<file path="config.mk">
export PLATFORM = sky130hd
export DESIGN_NAME = sc_statemachine_screenseq_flat
export DESIGN_NICKNAME = d
export VERILOG_FILES = /design/src/rtl/sc_statemachine_screenseq_if.sv /design/src/rtl/sc_statemachine_screenseq.sv /design/src/flat_wrapper.sv
export SDC_FILE = /design/constraint.sdc
export NUM_CORES = 1
export LEC_CHECK = 0
export CAP_MARGIN = 25
export CORE_ASPECT_RATIO = 0.6
export CORE_MARGIN = 2
export CORE_UTILIZATION = 44
export DETAILED_ROUTE_END_ITERATION = 10
export SKIP_LAST_GASP = 1
export SYNTH_ARGS = -nofsm -noshare
export SYNTH_HDL_FRONTEND = slang
export SYNTH_SLANG_ARGS = --single-unit
</file>
<file path="constraint.sdc">
create_clock -name SC_SCREENSEQ_CLOCK_50 -period 3.3 [get_ports SC_SCREENSEQ_CLOCK_50]
set_clock_uncertainty 0.15 [all_clocks]
set_input_delay 0.33 -clock SC_SCREENSEQ_CLOCK_50 [delete_from_list [all_inputs] [get_ports SC_SCREENSEQ_CLOCK_50]]
set_output_delay 0.33 -clock SC_SCREENSEQ_CLOCK_50 [all_outputs]
set_load 0.01 [all_outputs]
</file>
<file path="src/rtl/sc_statemachine_screenseq_if.sv">
// Bundles the player/house inputs and object/background control outputs of the
// screen sequencer. The master side is the surrounding game logic, and the slave side is the sequencer.
interface sc_statemachine_screenseq_if #(
  parameter int unsigned LOSS_W  = 8,
  parameter int unsigned MAP_W   = 4,
  parameter int unsigned LEVEL_W = 2
);
  logic                 SC_SCREENSEQ_startButton_InLow;
  logic [LOSS_W-1:0]    SC_SCREENSEQ_LOSS_InHigh;
  logic                 SC_SCREENSEQ_DONE_InHigh;
  logic                 SC_SCREENSEQ_clear_OutLow;
  logic                 SC_SCREENSEQ_load_OutLow;
  logic                 SC_SCREENSEQ_WAIT_OutHigh;
  logic [MAP_W-1:0]     SC_SCREENSEQ_MAPSELECTION;
  logic [LEVEL_W-1:0]   SC_SCREENSEQ_LEVEL;

  modport master (
    output SC_SCREENSEQ_startButton_InLow, SC_SCREENSEQ_LOSS_InHigh, SC_SCREENSEQ_DONE_InHigh,
    input  SC_SCREENSEQ_clear_OutLow, SC_SCREENSEQ_load_OutLow, SC_SCREENSEQ_WAIT_OutHigh,
           SC_SCREENSEQ_MAPSELECTION, SC_SCREENSEQ_LEVEL
  );

  modport slave (
    input  SC_SCREENSEQ_startButton_InLow, SC_SCREENSEQ_LOSS_InHigh, SC_SCREENSEQ_DONE_InHigh,
    output SC_SCREENSEQ_clear_OutLow, SC_SCREENSEQ_load_OutLow, SC_SCREENSEQ_WAIT_OutHigh,
           SC_SCREENSEQ_MAPSELECTION, SC_SCREENSEQ_LEVEL
  );
endinterface

</file>
<file path="src/rtl/sc_statemachine_screenseq.sv">
// Background/screen sequencer: owns the level counter, holds the informational
// screens for HOLD_CYCLES cycles, and edge-detects the synchronised start button.
// Optional macro SCREENSEQ_CONTINUE_EN: after a loss, retry the current level
// instead of restarting from level 0.
module sc_statemachine_screenseq #(
  parameter int unsigned LEVELS      = 3,
  parameter int unsigned LEVEL_W     = 2,
  parameter int unsigned LOSS_W      = 8,
  parameter int unsigned MAP_W       = 4,
  parameter int unsigned HOLD_CYCLES = 50000000,
  parameter int unsigned HOLD_W      = 26
) (
  input logic                         SC_SCREENSEQ_CLOCK_50,
  input logic                         SC_SCREENSEQ_RESET_InHigh,
  sc_statemachine_screenseq_if.slave  bus
);

  localparam logic [MAP_W-1:0]   MAP_IDLE  = '1;
  localparam logic [MAP_W-1:0]   MAP_LOSS  = '0;
  localparam logic [MAP_W-1:0]   MAP_WIN   = MAP_W'(1);
  localparam logic [MAP_W-1:0]   MAP_SCR0  = MAP_W'(2);
  localparam logic [MAP_W-1:0]   MAP_MAP0  = MAP_W'(2 + LEVELS);
  localparam logic [MAP_W-1:0]   MAP_STAY  = MAP_W'(2 + 2 * LEVELS);
  localparam logic [MAP_W-1:0]   MAP_PASS  = MAP_W'(3 + 2 * LEVELS);
  localparam logic [LEVEL_W-1:0] LEVEL_LAST = LEVEL_W'(LEVELS - 1);
  localparam logic [HOLD_W-1:0]  HOLD_LAST  = HOLD_W'(HOLD_CYCLES - 1);

  typedef enum logic [3:0] {
    ST_RESET, ST_START, ST_CHECK, ST_STAY, ST_INIT, ST_ARM,
    ST_SCREEN, ST_MAP, ST_PLAY, ST_PASS, ST_LOSS, ST_WIN
  } state_t;

  state_t               state_q, state_d;
  logic [LEVEL_W-1:0]   level_q, level_d;
  logic [HOLD_W-1:0]    hold_q, hold_d;
  logic                 sync1_q, sync1_d, sync2_q, sync2_d, prev_q, prev_d;
  logic                 clear_q, clear_d, load_q, load_d, wait_q, wait_d;
  logic [MAP_W-1:0]     map_q, map_d;
  logic [LOSS_W-1:0]    loss_c;
  logic                 press_c;
  logic                 hold_done_c;

  assign loss_c      = bus.SC_SCREENSEQ_LOSS_InHigh;
  assign press_c     = prev_q & ~sync2_q;
  assign hold_done_c = (hold_q == HOLD_LAST);

  // Next state, level/hold counters, and Moore output decode of the next state
  always_comb begin
    state_d = state_q;
    level_d = level_q;
    hold_d  = '0;
    sync1_d = bus.SC_SCREENSEQ_startButton_InLow;
    sync2_d = sync1_q;
    prev_d  = sync2_q;

    case (state_q)
      ST_RESET:  state_d = ST_START;
      ST_START:  state_d = ST_CHECK;
      ST_CHECK: begin
        if (press_c)           state_d = ST_INIT;
        else if (|loss_c)      state_d = ST_LOSS;
        else if (bus.SC_SCREENSEQ_DONE_InHigh) state_d = ST_PASS;
        else                   state_d = ST_STAY;
      end
      ST_STAY:   state_d = ST_CHECK;
      ST_INIT: begin
        level_d = '0;
        state_d = ST_ARM;
      end
      ST_ARM:    if (sync2_q) state_d = ST_SCREEN;
      ST_SCREEN: begin
        if (hold_done_c) state_d = ST_MAP;
        else             hold_d  = hold_q + HOLD_W'(1);
      end
      ST_MAP: begin
        if (hold_done_c) state_d = ST_PLAY;
        else             hold_d  = hold_q + HOLD_W'(1);
      end
      ST_PLAY:   state_d = ST_CHECK;
      ST_PASS: begin
        if (level_q == LEVEL_LAST) begin
          state_d = ST_WIN;
        end else begin
          level_d = level_q + LEVEL_W'(1);
          state_d = ST_SCREEN;
        end
      end
      ST_LOSS: begin
        if (hold_done_c) begin
`ifdef SCREENSEQ_CONTINUE_EN
          state_d = ST_SCREEN;
`else
          state_d = ST_INIT;
`endif
        end else begin
          hold_d = hold_q + HOLD_W'(1);
        end
      end
      ST_WIN: begin
        if (hold_done_c) begin
          level_d = '0;
          state_d = ST_START;
        end else begin
          hold_d = hold_q + HOLD_W'(1);
        end
      end
      default:   state_d = ST_CHECK;
    endcase

    clear_d = 1'b1;
    load_d  = 1'b1;
    wait_d  = 1'b0;
    map_d   = MAP_IDLE;
    case (state_d)
      ST_STAY:   map_d = MAP_STAY;
      ST_INIT:   clear_d = 1'b0;
      ST_SCREEN: begin
        load_d = 1'b0;
        wait_d = 1'b1;
        map_d  = MAP_SCR0 + MAP_W'(level_d);
      end
      ST_MAP: begin
        load_d = 1'b0;
        wait_d = 1'b1;
        map_d  = MAP_MAP0 + MAP_W'(level_d);
      end
      ST_PASS:   map_d = MAP_PASS;
      ST_LOSS: begin
        load_d = 1'b0;
        wait_d = 1'b1;
        map_d  = MAP_LOSS;
      end
      ST_WIN: begin
        load_d = 1'b0;
        wait_d = 1'b1;
        map_d  = MAP_WIN;
      end
      default: ;
    endcase
  end

  // All state, counters, synchroniser and registered outputs
  always_ff @(posedge SC_SCREENSEQ_CLOCK_50 or posedge SC_SCREENSEQ_RESET_InHigh) begin
    if (SC_SCREENSEQ_RESET_InHigh) begin
      state_q <= ST_RESET;
      level_q <= '0;
      hold_q  <= '0;
      sync1_q <= 1'b1;
      sync2_q <= 1'b1;
      prev_q  <= 1'b1;
      clear_q <= 1'b1;
      load_q  <= 1'b1;
      wait_q  <= 1'b0;
      map_q   <= MAP_IDLE;
    end else begin
      state_q <= state_d;
      level_q <= level_d;
      hold_q  <= hold_d;
      sync1_q <= sync1_d;
      sync2_q <= sync2_d;
      prev_q  <= prev_d;
      clear_q <= clear_d;
      load_q  <= load_d;
      wait_q  <= wait_d;
      map_q   <= map_d;
    end
  end

  assign bus.SC_SCREENSEQ_clear_OutLow = clear_q;
  assign bus.SC_SCREENSEQ_load_OutLow  = load_q;
  assign bus.SC_SCREENSEQ_WAIT_OutHigh = wait_q;
  assign bus.SC_SCREENSEQ_MAPSELECTION = map_q;
  assign bus.SC_SCREENSEQ_LEVEL        = level_q;

endmodule

</file>
<file path="src/flat_wrapper.sv">
// flat-port wrapper written by rule: the top's interface ports become plain ports
module sc_statemachine_screenseq_flat 
#(
  parameter int unsigned LEVELS      = 3,
  parameter int unsigned LEVEL_W     = 2,
  parameter int unsigned LOSS_W      = 8,
  parameter int unsigned MAP_W       = 4,
  parameter int unsigned HOLD_CYCLES = 50000000,
  parameter int unsigned HOLD_W      = 26
)
  (SC_SCREENSEQ_CLOCK_50, SC_SCREENSEQ_RESET_InHigh, bus_SC_SCREENSEQ_startButton_InLow, bus_SC_SCREENSEQ_LOSS_InHigh, bus_SC_SCREENSEQ_DONE_InHigh, bus_SC_SCREENSEQ_clear_OutLow, bus_SC_SCREENSEQ_load_OutLow, bus_SC_SCREENSEQ_WAIT_OutHigh, bus_SC_SCREENSEQ_MAPSELECTION, bus_SC_SCREENSEQ_LEVEL);
  sc_statemachine_screenseq_if #(.LOSS_W(LOSS_W), .MAP_W(MAP_W), .LEVEL_W(LEVEL_W)) bus_i ();
  input logic SC_SCREENSEQ_CLOCK_50;
  input logic SC_SCREENSEQ_RESET_InHigh;
  input wire logic [$bits(bus_i.SC_SCREENSEQ_startButton_InLow)-1:0] bus_SC_SCREENSEQ_startButton_InLow;
  input wire logic [$bits(bus_i.SC_SCREENSEQ_LOSS_InHigh)-1:0] bus_SC_SCREENSEQ_LOSS_InHigh;
  input wire logic [$bits(bus_i.SC_SCREENSEQ_DONE_InHigh)-1:0] bus_SC_SCREENSEQ_DONE_InHigh;
  output wire logic [$bits(bus_i.SC_SCREENSEQ_clear_OutLow)-1:0] bus_SC_SCREENSEQ_clear_OutLow;
  output wire logic [$bits(bus_i.SC_SCREENSEQ_load_OutLow)-1:0] bus_SC_SCREENSEQ_load_OutLow;
  output wire logic [$bits(bus_i.SC_SCREENSEQ_WAIT_OutHigh)-1:0] bus_SC_SCREENSEQ_WAIT_OutHigh;
  output wire logic [$bits(bus_i.SC_SCREENSEQ_MAPSELECTION)-1:0] bus_SC_SCREENSEQ_MAPSELECTION;
  output wire logic [$bits(bus_i.SC_SCREENSEQ_LEVEL)-1:0] bus_SC_SCREENSEQ_LEVEL;
  assign bus_i.SC_SCREENSEQ_startButton_InLow = bus_SC_SCREENSEQ_startButton_InLow;
  assign bus_i.SC_SCREENSEQ_LOSS_InHigh = bus_SC_SCREENSEQ_LOSS_InHigh;
  assign bus_i.SC_SCREENSEQ_DONE_InHigh = bus_SC_SCREENSEQ_DONE_InHigh;
  assign bus_SC_SCREENSEQ_clear_OutLow = bus_i.SC_SCREENSEQ_clear_OutLow;
  assign bus_SC_SCREENSEQ_load_OutLow = bus_i.SC_SCREENSEQ_load_OutLow;
  assign bus_SC_SCREENSEQ_WAIT_OutHigh = bus_i.SC_SCREENSEQ_WAIT_OutHigh;
  assign bus_SC_SCREENSEQ_MAPSELECTION = bus_i.SC_SCREENSEQ_MAPSELECTION;
  assign bus_SC_SCREENSEQ_LEVEL = bus_i.SC_SCREENSEQ_LEVEL;
  sc_statemachine_screenseq #(.LEVELS(LEVELS), .LEVEL_W(LEVEL_W), .LOSS_W(LOSS_W), .MAP_W(MAP_W), .HOLD_CYCLES(HOLD_CYCLES), .HOLD_W(HOLD_W)) u_core (.SC_SCREENSEQ_CLOCK_50(SC_SCREENSEQ_CLOCK_50), .SC_SCREENSEQ_RESET_InHigh(SC_SCREENSEQ_RESET_InHigh), .bus(bus_i));
endmodule
</file>
==> run summary, run 1 <==
Status: complete, no violations
RSZ-0062 raised after global routing: no
Initial Util: 45.0%
Largest net degree at the start of global routing: 27
Area leader, netlist: dfrtp_1
Post-synth top area share: 36.7%
Die area: 0.00572 mm²
Final worst slack: 535 ps
Top post-synthesis cells by area: dfrtp_1 (37%), dfstp_2 (11%), nor2_1 (5.8%), xor2_1 (5.1%), xnor2_1 (3.1%)
Core Area: 0.00500 mm²
Endpoints failing setup: 0
Async set-reset flop share out of synthesis: 100%
Post-place setup slack: 252 ps
Mapped Avg Cell Area: 9.87 µm²
Ports: 21
Max Freq: 362 MHz
Max VDD drop: 0.000191 V
Pins Over Slew Limit: 0
Setup CP Type: input port to flop
Num rows: 20
Max Root-Sink Buffers: 2
Synth Register Bits: 42
H-tree Lvls: 2
Cts bufs inserted: 5
Final hold violations: 0
Relative slew slack: 50.0%
Reg clk slew, reported paths: 80 ps
TritonCTS clock tree: built
Most frequent cells in the layout: nor2_1 (35), dfrtp_1 (33), clkdlybuf4s50_1 (20)
Worst Hold Class: flop to flop
Clk_lat worst skew: 300 ps
First-pass GRT wire length: 8.00 mm
Antenna Cells: 0
Drt pass-1 iters: 4
Root cell of the clock tree: clkbuf_8
Clock Sinks: 42
Pleak: 1.18 nW
Crit Path Max Fanout: 3
Yosys warns: 0
Final instance area: 0.00263 mm²
Max incr delay on CP: 540 ps
Worst Tran Pin Value: 749 ps
Post-route clock period utilization: 83.8%
Critical path's top delay family: compound AO/OA/AOI/OAI gates
CP bufs+invs: 1
Critical Path RT: 3370 ps
Post-Route WL: 4.76 mm
Most common cell after layout, fill and taps aside: nor2_1
Hold Buf Count CTS: 0
Synthesized area: 0.00225 mm²
Area delta synth->final: 16.8%
Worst EP arrival: 2840 ps
Pwr Density: 396 mW/mm²
Total power: 0.00104 W
Final period demand of the worst path: 2770 ps
Instance count of the mapped netlist: 228
Crit path launch type: input port
Number of flops mapped to enable cells by yosys: 0
Worst path cell trace: clkdlybuf4s50_1 -> or4_4 -> or3_1 -> a211oi_2 -> o311ai_1 -> o211ai_2 -> mux2i_1 -> a221o_1
Post-route ant nets: 0
Register area share after synthesis: 47.2%
Via count: 1665
Nets: 265
DP Area: 0.00249 mm²
Port buffer count: 20
Slowest-stage cell, CP: or4_4
Max-cap viol count: 0
Vias/cell: 5.27
Residual DRC: 0
Synth cell types: 53
CTS resizes: 0
Layout cells sized above 1: 12.8%
Die H: 59.4 µm
Routed WL per cell: 15.1 µm
Die W: 96.3 µm
Top FF cell, synth: dfrtp_1
Hpwl dp: 3.39 mm
GPL Wtd Cong: 0.893
Postcts setup bufs: 0
DR iter-0 viols: 147
Initial antenna violation count: 0
Total track usage: 18.9%
Synthesized Nets: 244
CP Capture Type: flop
WHS: 219 ps
TNS Setup: 0 ps
Vias in the first global route: 1569
Grt total ovfl: 0
## cell type report
type / count / area (µm²)
Fill cell: 464 / 2370
Sequential cell: 42 / 1060
Multi-Input combinational cell: 162 / 1060
Timing Repair Buffer: 22 / 228
Tap cell: 66 / 82.6
Clock buffer: 5 / 68.8
Clock inverter: 3 / 68.8
Inverter: 16 / 60.1
## flip-flops by register name, summed over array words and instances, names as in the netlist
signal                                flops
u_core.bus.SC_SCREENSEQ_load_OutLow       1
u_core.prev_q                             1
u_core.state_q                            4
u_core.bus.SC_SCREENSEQ_MAPSELECTION      4
u_core.sync1_q                            1
u_core.bus.SC_SCREENSEQ_WAIT_OutHigh      1
u_core.prev_d                             1
u_core.bus.SC_SCREENSEQ_clear_OutLow      1
u_core.bus.SC_SCREENSEQ_LEVEL             2
u_core.hold_q                            26
## power breakdown
part | switching [W] | internal [W]
logic | 0.0000132 | 0.0000152
clock network | 0.000190 | 0.000303
registers | 0.000000962 | 0.000518
## layer usage
metal	up-vias	GRT usage [%]	part of all wire (%)
li1	838	-	-
met1	769	31.9	57
met2	53	22.5	35
met3	5	5.22	7.5
met4	0	4.83	0.84
met5	-	0	0
## cell families after synthesis
| logic type | count (synthesis) | synth area share, % |
|---|---|---|
| multiplexers | 1 | 0.445 |
| flip-flops | 42 | 47.2 |
| XOR/XNOR | 21 | 8.17 |
| AND/OR/NAND/NOR | 103 | 25.1 |
| AO/OA/AOI/OAI | 33 | 11.2 |
| adder cells (fa/ha/maj) | 4 | 2.22 |
| buffers and inverters | 24 | 5.73 |
## cell usage after synthesis (2+ instances only)
master    count
dfrtp_1      33
o21ai_0       6
clkbuf_1      6
a21oi_1       5
xnor2_1       8
o211ai_1      2
and3_1        9
and2b_2       3
dfstp_2       9
or3_1         4
nand4_1       5
xor2_1       13
o211a_1       2
and4_1        4
inv_1        16
nor2_1       35
and3b_1       2
nand3_1      10
nor3_1        2
nand2_1      15
a22oi_1       2
o221ai_1      2
nor4b_1       2
ha_1          4
## worst reg2reg max path: stages (launching register included)
cell and delay (ps):
dfrtp_1 410, ha_1 220, and3_1 310, and4_1 290
a21oi_1 140, a2bb2oi_1 180, a22oi_1 230, inv_1 120
ha_1 290, inv_1 40, o221ai_1 200
## metrics by stage
step | utilization (%) | cells
floorplan | - | 228
global placement | 49.8 | 308
detailed placement | 49.8 | 308
CTS | 52.6 | 316
global route | 52.6 | 316
finish | 52.6 | 316
## final timing paths
kind / cells after the start / to / start / slack, ps
min in group asynchronous: 2 / u_core.hold_q[4] / SC_SCREENSEQ_RESET_InHigh / 310
hold reg to reg: 0 / u_core.prev_d / u_core.sync1_q / 220
setup reg to reg: 10 / u_core.bus.SC_SCREENSEQ_MAPSELECTION[1] / u_core.hold_q[0] / 640
hold / removal: 0 / u_core.prev_d / u_core.sync1_q / 220
setup / recovery: 8 / u_core.bus.SC_SCREENSEQ_MAPSELECTION[0] / bus_SC_SCREENSEQ_LOSS_InHigh[5] / 530
max in group asynchronous: 3 / u_core.prev_d / SC_SCREENSEQ_RESET_InHigh / 2020
No activity file was read; power rests on OpenSTA's default activity.
==> run 2, diff against run 1 <==
--- a/config.mk
+++ b/config.mk
@@ -10,6 +10,7 @@
 export CORE_MARGIN = 2
 export CORE_UTILIZATION = 44
 export DETAILED_ROUTE_END_ITERATION = 10
+export PLACE_DENSITY = 0.66
 export SKIP_LAST_GASP = 1
 export SYNTH_ARGS = -nofsm -noshare
 export SYNTH_HDL_FRONTEND = slang
==> constraint.sdc (replaced) <==
create_clock -name SC_SCREENSEQ_CLOCK_50 -period 2.5 [get_ports SC_SCREENSEQ_CLOCK_50]
set_clock_uncertainty 0.15 [all_clocks]
set_input_delay 0.25 -clock SC_SCREENSEQ_CLOCK_50 [delete_from_list [all_inputs] [get_ports SC_SCREENSEQ_CLOCK_50]]
set_output_delay 0.25 -clock SC_SCREENSEQ_CLOCK_50 [all_outputs]
set_load 0.01 [all_outputs]
==> run 2 against run 1 <==
Compared with the run above:
- the flow now finishes with violations (setup timing)
- highest routed layer unchanged
- sequential cell count stayed put
- hold slack worse by 22 ps
- power increased by 11%
- combinational power rose by 25%
- clock-buffer cell count grew 1
- via count up 11%
- critical path depth unchanged
- setup slack worse by 580 ps
- register-to-register slack lost 580 ps
- non-clock buffer count grew 40
- clock power shrank 11%
- utilization rose by 7.6 points
==> run summary, run 2 (synthesized netlist as in run 1, its figures left out) <==
Max Freq: 393 MHz
DP Area: 0.00272 mm² (+9.1%)
Failing checks: setup timing
Critical Path RT: 2580 ps (-790 ps)
Worst Hold Launch: bus_SC_SCREENSEQ_startButton_InLow
CP Capture Type: flop
Grt total ovfl: 0 (unchanged)
Via count: 1841 (+11%)
Filler cell count in the final layout: 424 (-8.6%)
H-tree Lvls: 2 (unchanged)
TritonCTS clock tree: built
Met3 wire length: 324 µm (-9.5%)
M1 wire length: 2.87 mm (+6.0%)
Post-Route WL: 5.54 mm (+17%)
Post-route clock period utilization: 102%
Reg2reg end: u_core.bus.SC_SCREENSEQ_MAPSELECTION[2]
Final instance area: 0.00301 mm² (+14%)
Endpoints failing setup: 1 (+1)
Final worst slack: -44.8 ps (-579 ps)
Met2 wire length: 2.30 mm (+39%)
Placed insts: 340 (+10%)
Final hold violations: 0 (unchanged)
Port buffer count: 20 (unchanged)
Die H: 59.4 µm (unchanged)
Flop2flop setup slack: 60 ps (-580 ps)
Crit path launch type: input port
Clock Sinks: 42 (unchanged)
Initial Util: 45.0% (unchanged)
Nets: 305 (+15%)
Worst Tran Pin Value: 565 ps (-184 ps)
Max Root-Sink Buffers: 2 (unchanged)
Area delta synth->final: 33.6%
DR iter-0 viols: 148 (+0.68%)
Routed WL per cell: 15.6 µm (+3.4%)
Crit Path Max Fanout: 3 (unchanged)
Pleak: 1.43 nW (+21%)
Die W: 96.3 µm (unchanged)
Clk_lat worst skew: 300 ps (about the same)
Post-route ant nets: 0 (unchanged)
Layout cells sized above 1: 31.4% (+19 points)
R2R cell count: 8 (-2)
Critical R2R Launch: u_core.prev_q
Antenna Cells: 0 (unchanged)
Most common cell after layout, fill and taps aside: buf_4
Max VDD drop: 0.000192 V (+0.67%)
Root cell of the clock tree: clkbuf_8
Worst Hold Class: input port to flop
Total power: 0.00116 W (+11%)
GPL Wtd Cong: 0.937 (+4.9%)
Pins Over Slew Limit: 0 (unchanged)
Ports: 21 (unchanged)
CP bufs+invs: 1 (unchanged)
Post-place setup slack: -330 ps (-582 ps)
Cts bufs inserted: 5 (unchanged)
Vias/cell: 5.17 (-1.9%)
Max incr delay on CP: 450 ps (-90 ps)
Hold Path Depth: 1 (+1)
Critical path's top delay family: compound AO/OA/AOI/OAI gates
Hold Buf Count CTS: 0 (unchanged)
Most frequent cells in the layout: buf_4 (42), nor2_1 (34), dfrtp_1 (33)
Initial antenna violation count: 0 (unchanged)
Drt pass-1 iters: 4 (unchanged)
Largest Register: u_core.hold_q
Die area: 0.00572 mm² (unchanged)
Slowest-stage cell, CP: or4_4
Reg clk slew, reported paths: 80 ps (about the same)
Vias in the first global route: 1610 (+2.6%)
Worst path cell trace: clkdlybuf4s50_1 -> or4_4 -> or3_4 -> a211oi_4 -> o311ai_4 -> o211ai_2 -> mux2i_1 -> a221o_1
Number of flip-flops in the largest register: 26 (unchanged)
WHS: 197 ps (-22.0 ps)
Hpwl dp: 3.63 mm (+7.1%)
Setup CP Type: input port to flop
Max-cap viol count: 0 (unchanged)
Num rows: 20 (unchanged)
Core Area: 0.00500 mm² (unchanged)
Relative slew slack: 62.2% (+12 points)
Residual DRC: 0 (unchanged)
Pwr Density: 386 mW/mm² (-2.5%)
Final period demand of the worst path: 2540 ps
Non-Filler Instances: 356 (+13%)
Hold Path End: u_core.sync1_q
Largest net degree at the start of global routing: 43 (+59%)
Status: finished with violations
Total track usage: 18.9% (about the same)
Worst EP arrival: 2630 ps (-210 ps)
Top layer in use: met4
First-pass GRT wire length: 8.02 mm (+0.25%)
[run 2: what timing repair did]
item	4_1_cts	5_1_grt
buffers inserted	0	9
endpoints found under the setup margin	2	4
resized for setup	2	32
hold endpoints to repair	0	0
pin swaps	1	14
[run 2: through the flow]
stage          utilization [%]  TNS, ps
2_1_floorplan                -        0
3_3_place_gp              54.4    -1500
3_5_place_dp              54.4    -1760
4_1_cts                   56.4   -0.525
5_1_grt                   60.1     -158
6_report                  60.1    -44.8
[run 2: routing by layer]
metal / vias up / global-route usage, %
met4: 0 / 5.43
met1: 870 / 30.8
met3: 8 / 6.49
met2: 47 / 22.4
li1: 916 / -
met5: - / 0
[run 2: power by group]
part | internal [W] | total, W | switching (W)
logic | 0.0000178 | 0.0000356 | 0.0000178
clock network | 0.000197 | 0.000440 | 0.000243
registers | 0.000684 | 0.000685 | 0.00000151
[run 2: worst register-to-register path, delay by kind of cell, from the launching register on]
family / cells / cell delay (ps)
and+or+nand+nor: 3 / 660
buffers and inverters: 1 / 70
DFF: 1 / 520
AOI/OAI and AO/OA: 4 / 950
[run 2: layout make-up]
| class | count | area [µm²] | area share (%) |
|---|---|---|---|
| Inverter | 16 | 60.1 | 2.00 |
| Clock inverter | 2 | 13.8 | 0.458 |
| Multi-Input combinational cell | 162 | 1190 | 39.4 |
| Timing Repair Buffer | 62 | 531 | 17.6 |
| Tap cell | 66 | 82.6 | 2.75 |
| Sequential cell | 42 | 1060 | 35.3 |
| Clock buffer | 6 | 72.6 | 2.41 |
[run 2: worst max path at each step]
stage | from | endpoint | slack (ps) | cells after the start
5_1_grt | bus_SC_SCREENSEQ_LOSS_InHigh[1] | u_core.bus.SC_SCREENSEQ_MAPSELECTION[0] | -100 | 8
6_report | bus_SC_SCREENSEQ_LOSS_InHigh[1] | u_core.bus.SC_SCREENSEQ_MAPSELECTION[0] | -40 | 8
3_3_place_gp | bus_SC_SCREENSEQ_LOSS_InHigh[5] | u_core.bus.SC_SCREENSEQ_MAPSELECTION[0] | -280 | 8
4_1_cts | u_core.hold_q[16] | u_core.bus.SC_SCREENSEQ_MAPSELECTION[1] | -0.5 | 10
2_1_floorplan | u_core.hold_q[0] | u_core.bus.SC_SCREENSEQ_MAPSELECTION[1] | 150 | 11
3_5_place_dp | bus_SC_SCREENSEQ_LOSS_InHigh[5] | u_core.bus.SC_SCREENSEQ_MAPSELECTION[0] | -330 | 8
